`src/rtl/imem_loader.sv`:
```
// Byte-stream program loader: assembles little-endian words and drives the instruction store write port.
// Optional trailing XOR checksum byte when IMEM_LOADER_CHECKSUM_EN is defined.
module imem_loader #(
    parameter int ADDR_WIDTH = 32,
    parameter int DATA_WIDTH = 32,
    parameter int DEPTH      = 31,
    parameter int BASE_ADDR  = 0
) (
    input  logic                         clk,
    input  logic                         rst,
    input  logic                         start_i,
    input  logic                         byte_valid_i,
    input  logic [7:0]                   byte_data_i,
    output logic                         byte_ready_o,
    output logic                         wr_en_o,
    output logic [ADDR_WIDTH-1:0]        wr_addr_o,
    output logic [DATA_WIDTH-1:0]        wr_data_o,
    output logic                         cpu_rst_o,
    output logic                         done_o,
    output logic                         error_o,
    output logic [$clog2(DEPTH+1)-1:0]   loaded_count_o
);
    localparam int CW = $clog2(DEPTH+1);

    typedef enum logic [2:0] {
        S_IDLE,
        S_LEN,
        S_DATA,
        S_WRITE,
        S_DONE,
`ifdef IMEM_LOADER_CHECKSUM_EN
        S_CSUM,
`endif
        S_ERR
    } state_t;

    state_t                  state_reg, state_next;
    logic [1:0]              byte_cnt_reg;
    logic [31:0]             shift_reg;
    logic [31:0]             len_reg;
    logic [CW-1:0]           count_reg;
    logic [ADDR_WIDTH-1:0]   addr_reg;
    logic [DATA_WIDTH-1:0]   data_reg;
`ifdef IMEM_LOADER_CHECKSUM_EN
    logic [7:0]              csum_reg;
`endif

    logic        byte_fire;
    logic        last_byte;
    logic        start_ok;
    logic        collecting;
    logic [31:0] shifted;

    assign byte_fire  = byte_valid_i && byte_ready_o;
    assign last_byte  = byte_fire && (byte_cnt_reg == 2'd3);
    // Shifting in from the top leaves the first byte received in [7:0].
    assign shifted    = {byte_data_i, shift_reg[31:8]};
    assign start_ok   = start_i && (state_reg == S_IDLE || state_reg == S_DONE || state_reg == S_ERR);
    assign collecting = (state_reg == S_LEN) || (state_reg == S_DATA);

    assign wr_addr_o      = addr_reg;
    assign wr_data_o      = data_reg;
    assign loaded_count_o = count_reg;

    always_ff @(posedge clk or posedge rst) begin
        if (rst) begin
            state_reg <= S_IDLE;
        end else begin
            state_reg <= state_next;
        end
    end

    always_comb begin
        state_next   = state_reg;
        byte_ready_o = 1'b0;
        wr_en_o      = 1'b0;
        cpu_rst_o    = 1'b0;
        done_o       = 1'b0;
        error_o      = 1'b0;
        case (state_reg)
            S_IDLE: begin
                if (start_i) state_next = S_LEN;
            end
            S_LEN: begin
                byte_ready_o = 1'b1;
                cpu_rst_o    = 1'b1;
                if (last_byte) begin
                    if (shifted == 32'd0) begin
`ifdef IMEM_LOADER_CHECKSUM_EN
                        state_next = S_CSUM;
`else
                        state_next = S_DONE;
`endif
                    end else if (shifted > 32'(DEPTH)) begin
                        state_next = S_ERR;
                    end else begin
                        state_next = S_DATA;
                    end
                end
            end
            S_DATA: begin
                byte_ready_o = 1'b1;
                cpu_rst_o    = 1'b1;
                if (last_byte) state_next = S_WRITE;
            end
            S_WRITE: begin
                wr_en_o   = 1'b1;
                cpu_rst_o = 1'b1;
                if (32'(count_reg) + 32'd1 == len_reg) begin
`ifdef IMEM_LOADER_CHECKSUM_EN
                    state_next = S_CSUM;
`else
                    state_next = S_DONE;
`endif
                end else begin
                    state_next = S_DATA;
                end
            end
`ifdef IMEM_LOADER_CHECKSUM_EN
            S_CSUM: begin
                byte_ready_o = 1'b1;
                cpu_rst_o    = 1'b1;
                if (byte_fire) state_next = (byte_data_i == csum_reg) ? S_DONE : S_ERR;
            end
`endif
            S_DONE: begin
                done_o = 1'b1;
                if (start_i) state_next = S_LEN;
            end
            S_ERR: begin
                error_o   = 1'b1;
                cpu_rst_o = 1'b1;
                if (start_i) state_next = S_LEN;
            end
            default: state_next = S_IDLE;
        endcase
    end

    always_ff @(posedge clk or posedge rst) begin
        if (rst) begin
            byte_cnt_reg <= 2'd0;
            shift_reg    <= 32'd0;
            len_reg      <= 32'd0;
            count_reg    <= '0;
            addr_reg     <= '0;
            data_reg     <= '0;
`ifdef IMEM_LOADER_CHECKSUM_EN
            csum_reg     <= 8'd0;
`endif
        end else begin
            if (start_ok) begin
                byte_cnt_reg <= 2'd0;
                count_reg    <= '0;
`ifdef IMEM_LOADER_CHECKSUM_EN
                csum_reg     <= 8'd0;
`endif
            end
            if (byte_fire && collecting) begin
                byte_cnt_reg <= byte_cnt_reg + 2'd1;
                shift_reg    <= shifted;
`ifdef IMEM_LOADER_CHECKSUM_EN
                csum_reg     <= csum_reg ^ byte_data_i;
`endif
            end
            if (state_reg == S_LEN && last_byte) len_reg <= shifted;
            // Address and data are latched here so they are stable in WRITE and hold afterwards.
            if (state_reg == S_DATA && last_byte) begin
                data_reg <= DATA_WIDTH'(shifted);
                addr_reg <= ADDR_WIDTH'(BASE_ADDR) + (ADDR_WIDTH'(count_reg) << 2);
            end
            if (state_reg == S_WRITE) count_reg <= count_reg + 1'b1;
        end
    end
endmodule

```
`config.mk`:
```
export PLATFORM = sky130hd
export DESIGN_NAME = imem_loader
export DESIGN_NICKNAME = d
export VERILOG_FILES = /design/src/rtl/imem_loader.sv
export SDC_FILE = /design/constraint.sdc
export NUM_CORES = 1
export LEC_CHECK = 0
export CORE_MARGIN = 2
export CORE_UTILIZATION = 58
export CTS_BUF_LIST = sky130_fd_sc_hd__clkbuf_8
export DETAILED_ROUTE_END_ITERATION = 10
export PLACE_DENSITY = 0.88
export SETUP_SLACK_MARGIN = 0.02
export SYNTH_ARGS = -nofsm -noshare
export SYNTH_HDL_FRONTEND = slang
export SYNTH_SLANG_ARGS = --single-unit
```
`constraint.sdc`:
```
create_clock -name clk -period 11.5 [get_ports clk]
set_clock_uncertainty 0.15 [all_clocks]
set_input_delay 2.875 -clock clk [delete_from_list [all_inputs] [get_ports clk]]
set_output_delay 2.875 -clock clk [all_outputs]
set_load 0.01 [all_outputs]
```
# Word level (Yosys, flattened, before mapping)
# Index checks and enable logic that the tools add are counted.
word_totals:
  reg_bits: 111
  out_inout_bits: 74
  input_bits: 12
op_classes:
  mux: 16
  n_eq_ne: 10
  order_cmp: 1
  reduce_logical: 17
  add_sub_neg: 3
op_table:
  columns: ["cell", "count"]
  rows:
  - ["== test 6 x 32 -> 1 bit", 1]
  - ["greater-than comparator 32 x 5 -> 1 bit, second input constant", 1]
  - ["zero test 32 bit", 1]
  - ["two-way mux 3 bit", 6]
  - ["case mux 3 bit (4 select lines)", 1]
  - ["two-way mux 5 bit", 2]
  - ["adder 5 x 1 -> 6 bit, second input constant", 1]
  - ["== test 3 x 2 -> 1 bit, second input constant", 2]
  - ["== test 3 bit, second input constant", 2]
  - ["logical AND 1 bit", 6]
  - ["adder 5 x 1 -> 5 bit, second input constant", 1]
  - ["two-way mux 1 bit", 5]
  - ["two-way mux 2 bit", 2]
  - ["inequality test 2 bit, second input constant", 2]
  - ["nonzero test 2 bit", 2]
  - ["OR reduction 4 bit", 1]
  - ["== test 3 x 1 -> 1 bit, second input constant", 1]
  - ["zero test 3 bit", 1]
  - ["logical OR 1 bit", 3]
  - ["AND reduction 3 bit", 1]
  - ["OR reduction 3 bit", 1]
  - ["adder 2 x 1 -> 2 bit, second input constant", 1]
  - ["== test 2 bit, second input constant", 1]
  - ["inequality test 2 x 1 -> 1 bit, second input constant", 1]
  - ["OR reduction 2 bit", 1]

# Longest topological paths before layout
# Gate-level depths: netlist of run 1.
depth:
  depth_word: 7
  ltp_mapped: 7
  mapped_depth_nobuf: 6

# Worst setup path before layout of run 1
# OpenSTA, ideal clock, no wires.
synth_path:
  path_kind: "input to register"
  startpoint: "input port byte_valid_i"
  endpoint: "register data_reg[10], in the netlist wr_data_o[10]"
  setup_slack_ps: 7225
  setup_ps: 125
  path_stages: 5
  n_path_buf: 2
  t_required_ps: 11225
  arrival_ps: 4000
  path_cell_list: "and2_1 > nor3b_1 > buf_2 > buf_2 > mux2_2"
synth_between:
  elab_chain_len: 3
synth_lines:
  columns: ["element", "line_no", "text"]
  rows:
  - ["start, declared", "12", "input logic byte_valid_i,"]
  - ["logical AND 1 bit", "54", "assign byte_fire = byte_valid_i && byte_ready_o;"]
  - ["logical AND 1 bit", "55", "assign last_byte = byte_fire && (byte_cnt_reg == 2'd3);"]
  - ["logical AND 1 bit", "167", "if (state_reg == S_DATA && last_byte) begin"]
  - ["end signal, assigned", "168", "data_reg <= DATA_WIDTH'(shifted);"]
  - ["end, declared", "43", "logic [DATA_WIDTH-1:0] data_reg;"]
# Every way passes these cells.
# A chain may end at the register's enable or synchronous reset.

# Final worst setup path of run 1
layout_path:
  startpoint: "input port byte_valid_i"
  endpoint: "register len_reg[31]"
layout_between:
  elab_chain_len: 3
layout_lines:
  columns: ["element", "line_no", "text"]
  rows:
  - ["logical AND 1 bit", "54", null]
  - ["logical AND 1 bit", "55", null]
  - ["logical AND 1 bit", "165", "if (state_reg == S_LEN && last_byte) len_reg <= shifted;"]
  - ["end signal, assigned", "165", null]
  - ["end, declared", "40", "logic [31:0] len_reg;"]
# Every way passes these cells.

==> impl_results.md, run 1 <==
* Status: completed
* Critical path peak fanout at 32
* Critical Path Sink Type: flop
* DRC viols at 0
* CP Class: in -> reg
* Slew headroom at 22.9%
* FF+latch count, synth at 103
* Fin. Hold Viols at 0
* Root Driver: clkbuf_8
* Synth Area in XOR/XNOR at 1.16%
* DR WL met2 at 4180 µm
* Hold crit path type: reg -> reg
* Row count at 32
* Post_cts resized at 0
* Leakage power at 2.33 nW
* Most used DFF post-synth: dfrtp_1
* DR iter-0 viols at 124
* Maximum clock rate at 192 MHz
* Final wirelength at 8320 µm
* Synth warn at 0
* CTS Buffer Depth at 2
* Final min period at 5200 ps
* GRT Util Overall at 21.4%
* DPL Wire Length at 5960 µm
* Post-synth EDFFs at 0
* Via count at 2,716
* CTS tree: yes
* Crit-path cells: clkdlybuf4s50_1 > nand2_1 > nand4b_4 > mux2_1
* Die Y-Extent at 92.2 µm
* Power Dens Cells at 188 nW/µm²
* Top Layer Used: met4
* Netlist cell types at 45
* H-tree levels at 3
* Largest net degree at the start of global routing at 71
* Largest family of logic cells by synthesized area: multiplexers
* Startpoint types: primary input
* Post-route ant nets at 0
* Mapped Avg Cell Area at 13.8 µm²
* RSZ-0062 raised after global routing: no
* Sequential share of the synthesized area at 57.1%
* Adder-cell share of the synthesized area at 0.554%
* Number of top-level pins at 86
* Clock-pin slew on the worst setup and hold paths at 90 ps
* N_diodes at 0
* Last weighted congestion value of the routability-driven placer at 0.876
* Core outline area at 7650 µm²
* CP top delay family: simple AND/OR/NAND/NOR gates
* VDD IR max at 0.000119 V
* TNS Setup at 0 ps
* First-pass GRT wire length at 14,100 µm
* Clock Latency Late Sink at 360 ps
* Post-CTS setup buffer count at 0
* Post-synthesis cell count at 327
* Worst slew pin tran at 1150 ps
* Met3 wire length at 340 µm
* Max Slew Vio Count at 0
* Buffers & Inverters on Critical Path at 1
* Most common cell in the synthesized netlist: dfrtp_1
* Die extent in x at 92.2 µm
* Area Growth Syn to Fin at 16.7%
* CP arrival at 5300 ps
* Req. time, crit path at 11,600 ps
* Share of the synthesized area in the top cell type at 57.1%
* Post-synthesis compound-gate area fraction at 4.71%
* # setup viols final at 0
* Post-synthesis mux area share at 23.2%
* Number of buffers added on ports at 58
* Largest area contributor in the netlist: dfrtp_1
* Die ar. at 8510 µm²
* Simple-Gate Fraction of Synth Area at 6.93%
* Vias in the first global route at 2,805
* Asr flop ratio synth at 100%
* Gr ovfl total at 0
* Synth area leaders: dfrtp_1, mux2_2, buf_4
* Clock sink total at 103
* Cell area after synthesis at 4520 µm²
* CTS hold repair buffers at 0
* Routed vias/inst at 5.54
* Drt first pass iters at 4
* Period utilisation layout at 45.2%
* Initial antenna violation count at 0
* Post-Route M1 WL at 3600 µm
* Fin nets at 397
* Max cap viols at 0
* CP peak stage delay at 790 ps
* Slowest stage cell, crit path: nand4b_4
* Util after Layout at 68.9%
* Share of cells above drive strength 1 at 30.2%
* Starting Density at 59.0%
* Post-synth top cells: dfrtp_1, mux2_2, buf_4, buf_2, nor4_1
* Per-cell routed wire length at 17.0 µm
* Total CTS buffers at 9
[stage by stage]
stage	worst slack [ps]	cell area [µm²]	total power, W	hold WS, ps	std cells
detailed placement	5900	5070	0.000775	335	474
global placement	5960	5070	0.000753	327	474
floorplan	5770	4610	0.000706	316	353
CTS	6290	5270	0.000996	356	490
finish	6300	5270	0.000988	354	490
global route	6120	5270	0.00105	368	490
[cells by family (layout without fill, tap and decap cells)]
logic type      after synthesis  count (layout)
flops                       103             103
mux                          93              93
simple gates                 49              49
buf+inv                      44              79
compound gates               29              29
xor+xnor                      6               6
fa+ha+maj                     2               2
other cells                   1              27
[layout by cell type (no fill, tap or decap), drive strengths merged, types with 3 or more instances in the layout]
cell	count
conb	27
nor4	12
o21ai	4
o211ai	3
clkbuf	10
a21oi	9
xnor2	5
dfrtp	103
nand2	5
clkinv	4
and3	3
nand2b	5
inv	4
nand3	3
nor2	9
clkdlybuf4s50	58
mux2	93
[path summary, 6_finish.rpt]
check                             startpoint                 to  slack [ps]  cells past startpoint
worst min-delay path             len_reg[31]        len_reg[31]         350                      1
min in group asynchronous                rst  loaded_count_o[0]        2710                      2
worst max register to register  state_reg[1]        len_reg[31]        8220                      5
worst max-delay path            byte_valid_i        len_reg[31]        6300                      4
worst min register to register   len_reg[31]        len_reg[31]         350                      1
max in group asynchronous                rst      wr_data_o[24]        7320                      3
[per-layer routing]
metal | global-route usage [%] | vias up
li1 | - | 1242
met1 | 28.5 | 1376
met2 | 34.4 | 83
met3 | 4.68 | 15
met4 | 8.58 | 0
met5 | 0 | -
[power by group]
group / switching, W / internal, W
logic: 0.0000849 / 0.000124
clock network: 0.000118 / 0.000106
registers: 0.0000945 / 0.000461
[area by class of cell]
cell class,instances,area [µm²]
sequential,103,2580
fill,551,2380
multi-input combinational,206,1760
timing repair buffer,60,596
clock buffer,10,138
tap,102,128
clock inverter,6,61.3
inverter,3,13.8
Note: power is estimated with default switching activity, not from simulation.
==> run 2: changes to the inputs <==
--- a/config.mk
+++ b/config.mk
@@ -6,10 +6,10 @@
 export NUM_CORES = 1
 export LEC_CHECK = 0
 export CORE_MARGIN = 2
-export CORE_UTILIZATION = 58
+export CORE_UTILIZATION = 54
 export CTS_BUF_LIST = sky130_fd_sc_hd__clkbuf_8
 export DETAILED_ROUTE_END_ITERATION = 10
-export PLACE_DENSITY = 0.88
+export PLACE_DENSITY = 0.82
 export SETUP_SLACK_MARGIN = 0.02
 export SYNTH_ARGS = -nofsm -noshare
 export SYNTH_HDL_FRONTEND = slang
==> constraint.sdc (replaced) <==
create_clock -name clk -period 5.16 [get_ports clk]
set_clock_uncertainty 0.15 [all_clocks]
set_input_delay 1.29 -clock clk [delete_from_list [all_inputs] [get_ports clk]]
set_output_delay 1.29 -clock clk [all_outputs]
set_load 0.01 [all_outputs]
==> run 2 against run 1 <==
- register-to-register slack got worse by 5800 ps
- non-clock buffer count increased by 1
- flip-flop and latch count unchanged
- die area increased by 7.1%
- cell count increased by 0.82%
==> impl_results.md, run 2 (same netlist as run 1, synthesis figures left out) <==
* Status: completed
* Most common cell after layout, fill and taps aside: dfrtp_1
* # setup viols final at 0 (unchanged)
* DR iter-0 viols at 178 (+44%)
* Total CTS buffers at 9 (unchanged)
* Worst slew pin tran at 1030 ps (-127 ps)
* Last weighted congestion value of the routability-driven placer at 0.832 (-5.1%)
* Area occupied by multi-input gates at 1760 µm² (unchanged)
* Routed vias/inst at 5.50 (-0.70%)
* Max Slew Vio Count at 0 (unchanged)
* Post-route ant nets at 0 (unchanged)
* Most Crowded Layer GR: met2
* Gr ovfl total at 0 (unchanged)
* Leakage power at 2.33 nW (about the same)
* Filler instances at 616 (+12%)
* N_diodes at 0 (unchanged)
* GRT Util Overall at 19.4% (-2.0 points)
* Row count at 33 (+3.1%)
* DPL Wire Length at 5800 µm (-2.6%)
* M3 GR Usage at 5.53% (+0.85 points)
* Worst hold slack at 359 ps (+4.65 ps)
* Maximum clock rate at 278 MHz
* First-pass GRT wire length at 13,200 µm (-6.0%)
* Critical Path Sink Type: output pin
* Final min period at 3590 ps
* Post_cts resized at 0 (unchanged)
* Core outline area at 8180 µm² (+6.9%)
* CTS tree: yes
* Via count at 2,719 (+0.11%)
* Commonest non-fill, non-tap cells in the layout: dfrtp_1, mux2_2, clkdlybuf4s50_1
* Initial antenna violation count at 0 (unchanged)
* Clock-pin slew on the worst setup and hold paths at 90 ps (about the same)
* CP Class: reg -> out
* Drt first pass iters at 4 (unchanged)
* Startpoint types: flop
* Largest net degree at the start of global routing at 86 (+21%)
* CP peak stage delay at 630 ps (-160 ps)
* Share of cells above drive strength 1 at 30.6% (+0.44 points)
* Area Growth Syn to Fin at 17.3%
* Power Dens Cells at 416 nW/µm² (+120%)
* Starting Density at 55.2% (-3.8 points)
* H-tree levels at 3 (unchanged)
* Number of buffers added on ports at 58 (unchanged)
* Max cap viols at 0 (unchanged)
* VDD IR max at 0.000291 V (+150%)
* Vias in the first global route at 2,596 (-7.5%)
* Grt met2 use at 31.5% (-2.9 points)
* Clock Latency Late Sink at 360 ps (about the same)
* DRC viols at 0 (unchanged)
* Root Driver: clkbuf_8
* CTS Buffer Depth at 2 (unchanged)
* Post-CTS setup buffer count at 0 (unchanged)
* Fin. Hold Viols at 0 (unchanged)
* RSZ-0062 raised after global routing: no
* Die extent in x at 95.4 µm (+3.5%)
* Slew headroom at 31.5% (+8.7 points)
* Crit-path cells: inv_1 > nor2_1 > clkdlybuf4s50_1
* CP arrival at 2150 ps (-3150 ps)
* Die Y-Extent at 95.4 µm (+3.5%)
* Per-cell routed wire length at 16.9 µm (-0.31%)
* Die ar. at 9110 µm² (+7.1%)
* Cell total after placement at 478 (+0.84%)
* Critical path peak fanout at 15 (-53%)
* TNS Setup at 0 ps (unchanged)
* Sequential cell area at 2580 µm² (unchanged)
* Req. time, crit path at 3720 ps (-7880 ps)
* CTS hold repair buffers at 0 (unchanged)
* Final wirelength at 8360 µm (+0.50%)
* Fin nets at 398 (+0.25%)
* M1 GR Usage at 26.1% (-2.4 points)
* Number of top-level pins at 86 (unchanged)
* Clock sink total at 103 (unchanged)
* Slowest stage cell, crit path: dfrtp_1
* Hold crit path type: reg -> reg
* Final Non-Filler Cells at 494 (+0.82%)
* Period utilisation layout at 69.6%
* Flop2flop setup slack at 2430 ps (-5790 ps)
## run 2: final cells by class
class                      instances  share of cell area [%]
timing repair buffer              61                    11.6
sequential                       103                    48.7
clock buffer                       9                    2.34
inverter                           3                   0.260
clock inverter                     7                    1.46
multi-input combinational        206                    33.2
tap                              105                    2.48
## run 2: worst max-delay path, delay by kind of cell (launching register included)
family,cells,cell delay (ps)
buffers and inverters,2,850
DFF,1,630
and+or+nand+nor,1,320
## run 2: worst paths after layout
check / from / endpoint / cells after the start
max in group asynchronous: rst / shift_reg[22] / 3
hold reg to reg: len_reg[31] / len_reg[31] / 1
setup / recovery: state_reg[1] / wr_en_o / 3
setup reg to reg: state_reg[1] / len_reg[31] / 6
hold / removal: len_reg[31] / len_reg[31] / 1
min in group asynchronous: rst / wr_addr_o[4] / 2
## run 2: layer usage
metal / wire length [µm] / up-vias
met5: 0 / -
met4: 43 / 0
met3: 375 / 2
met2: 4240 / 77
met1: 3700 / 1396
li1: - / 1244
## run 2: report_power, final
| part | total [W] | leakage (nW) | switching (W) | internal, W |
|---|---|---|---|---|
| registers | 0.00124 | 1.31 | 0.000207 | 0.00103 |
| logic | 0.000465 | 0.912 | 0.000188 | 0.000277 |
| clock network | 0.000504 | 0.101 | 0.000275 | 0.000229 |
| total | 0.00220 | 2.33 | 0.000671 | 0.00153 |
## run 2: per-stage QoR
| stage | utilization [%] | area (µm²) | power, W | setup slack, ps |
|---|---|---|---|---|
| floorplan | - | 4610 | 0.00157 | 1020 |
| global placement | 62.3 | 5090 | 0.00168 | 1490 |
| finish | 64.8 | 5300 | 0.00220 | 1570 |
| global route | 64.8 | 5300 | 0.00233 | 1430 |
| detailed placement | 62.3 | 5090 | 0.00172 | 1430 |
| CTS | 64.8 | 5300 | 0.00223 | 1590 |
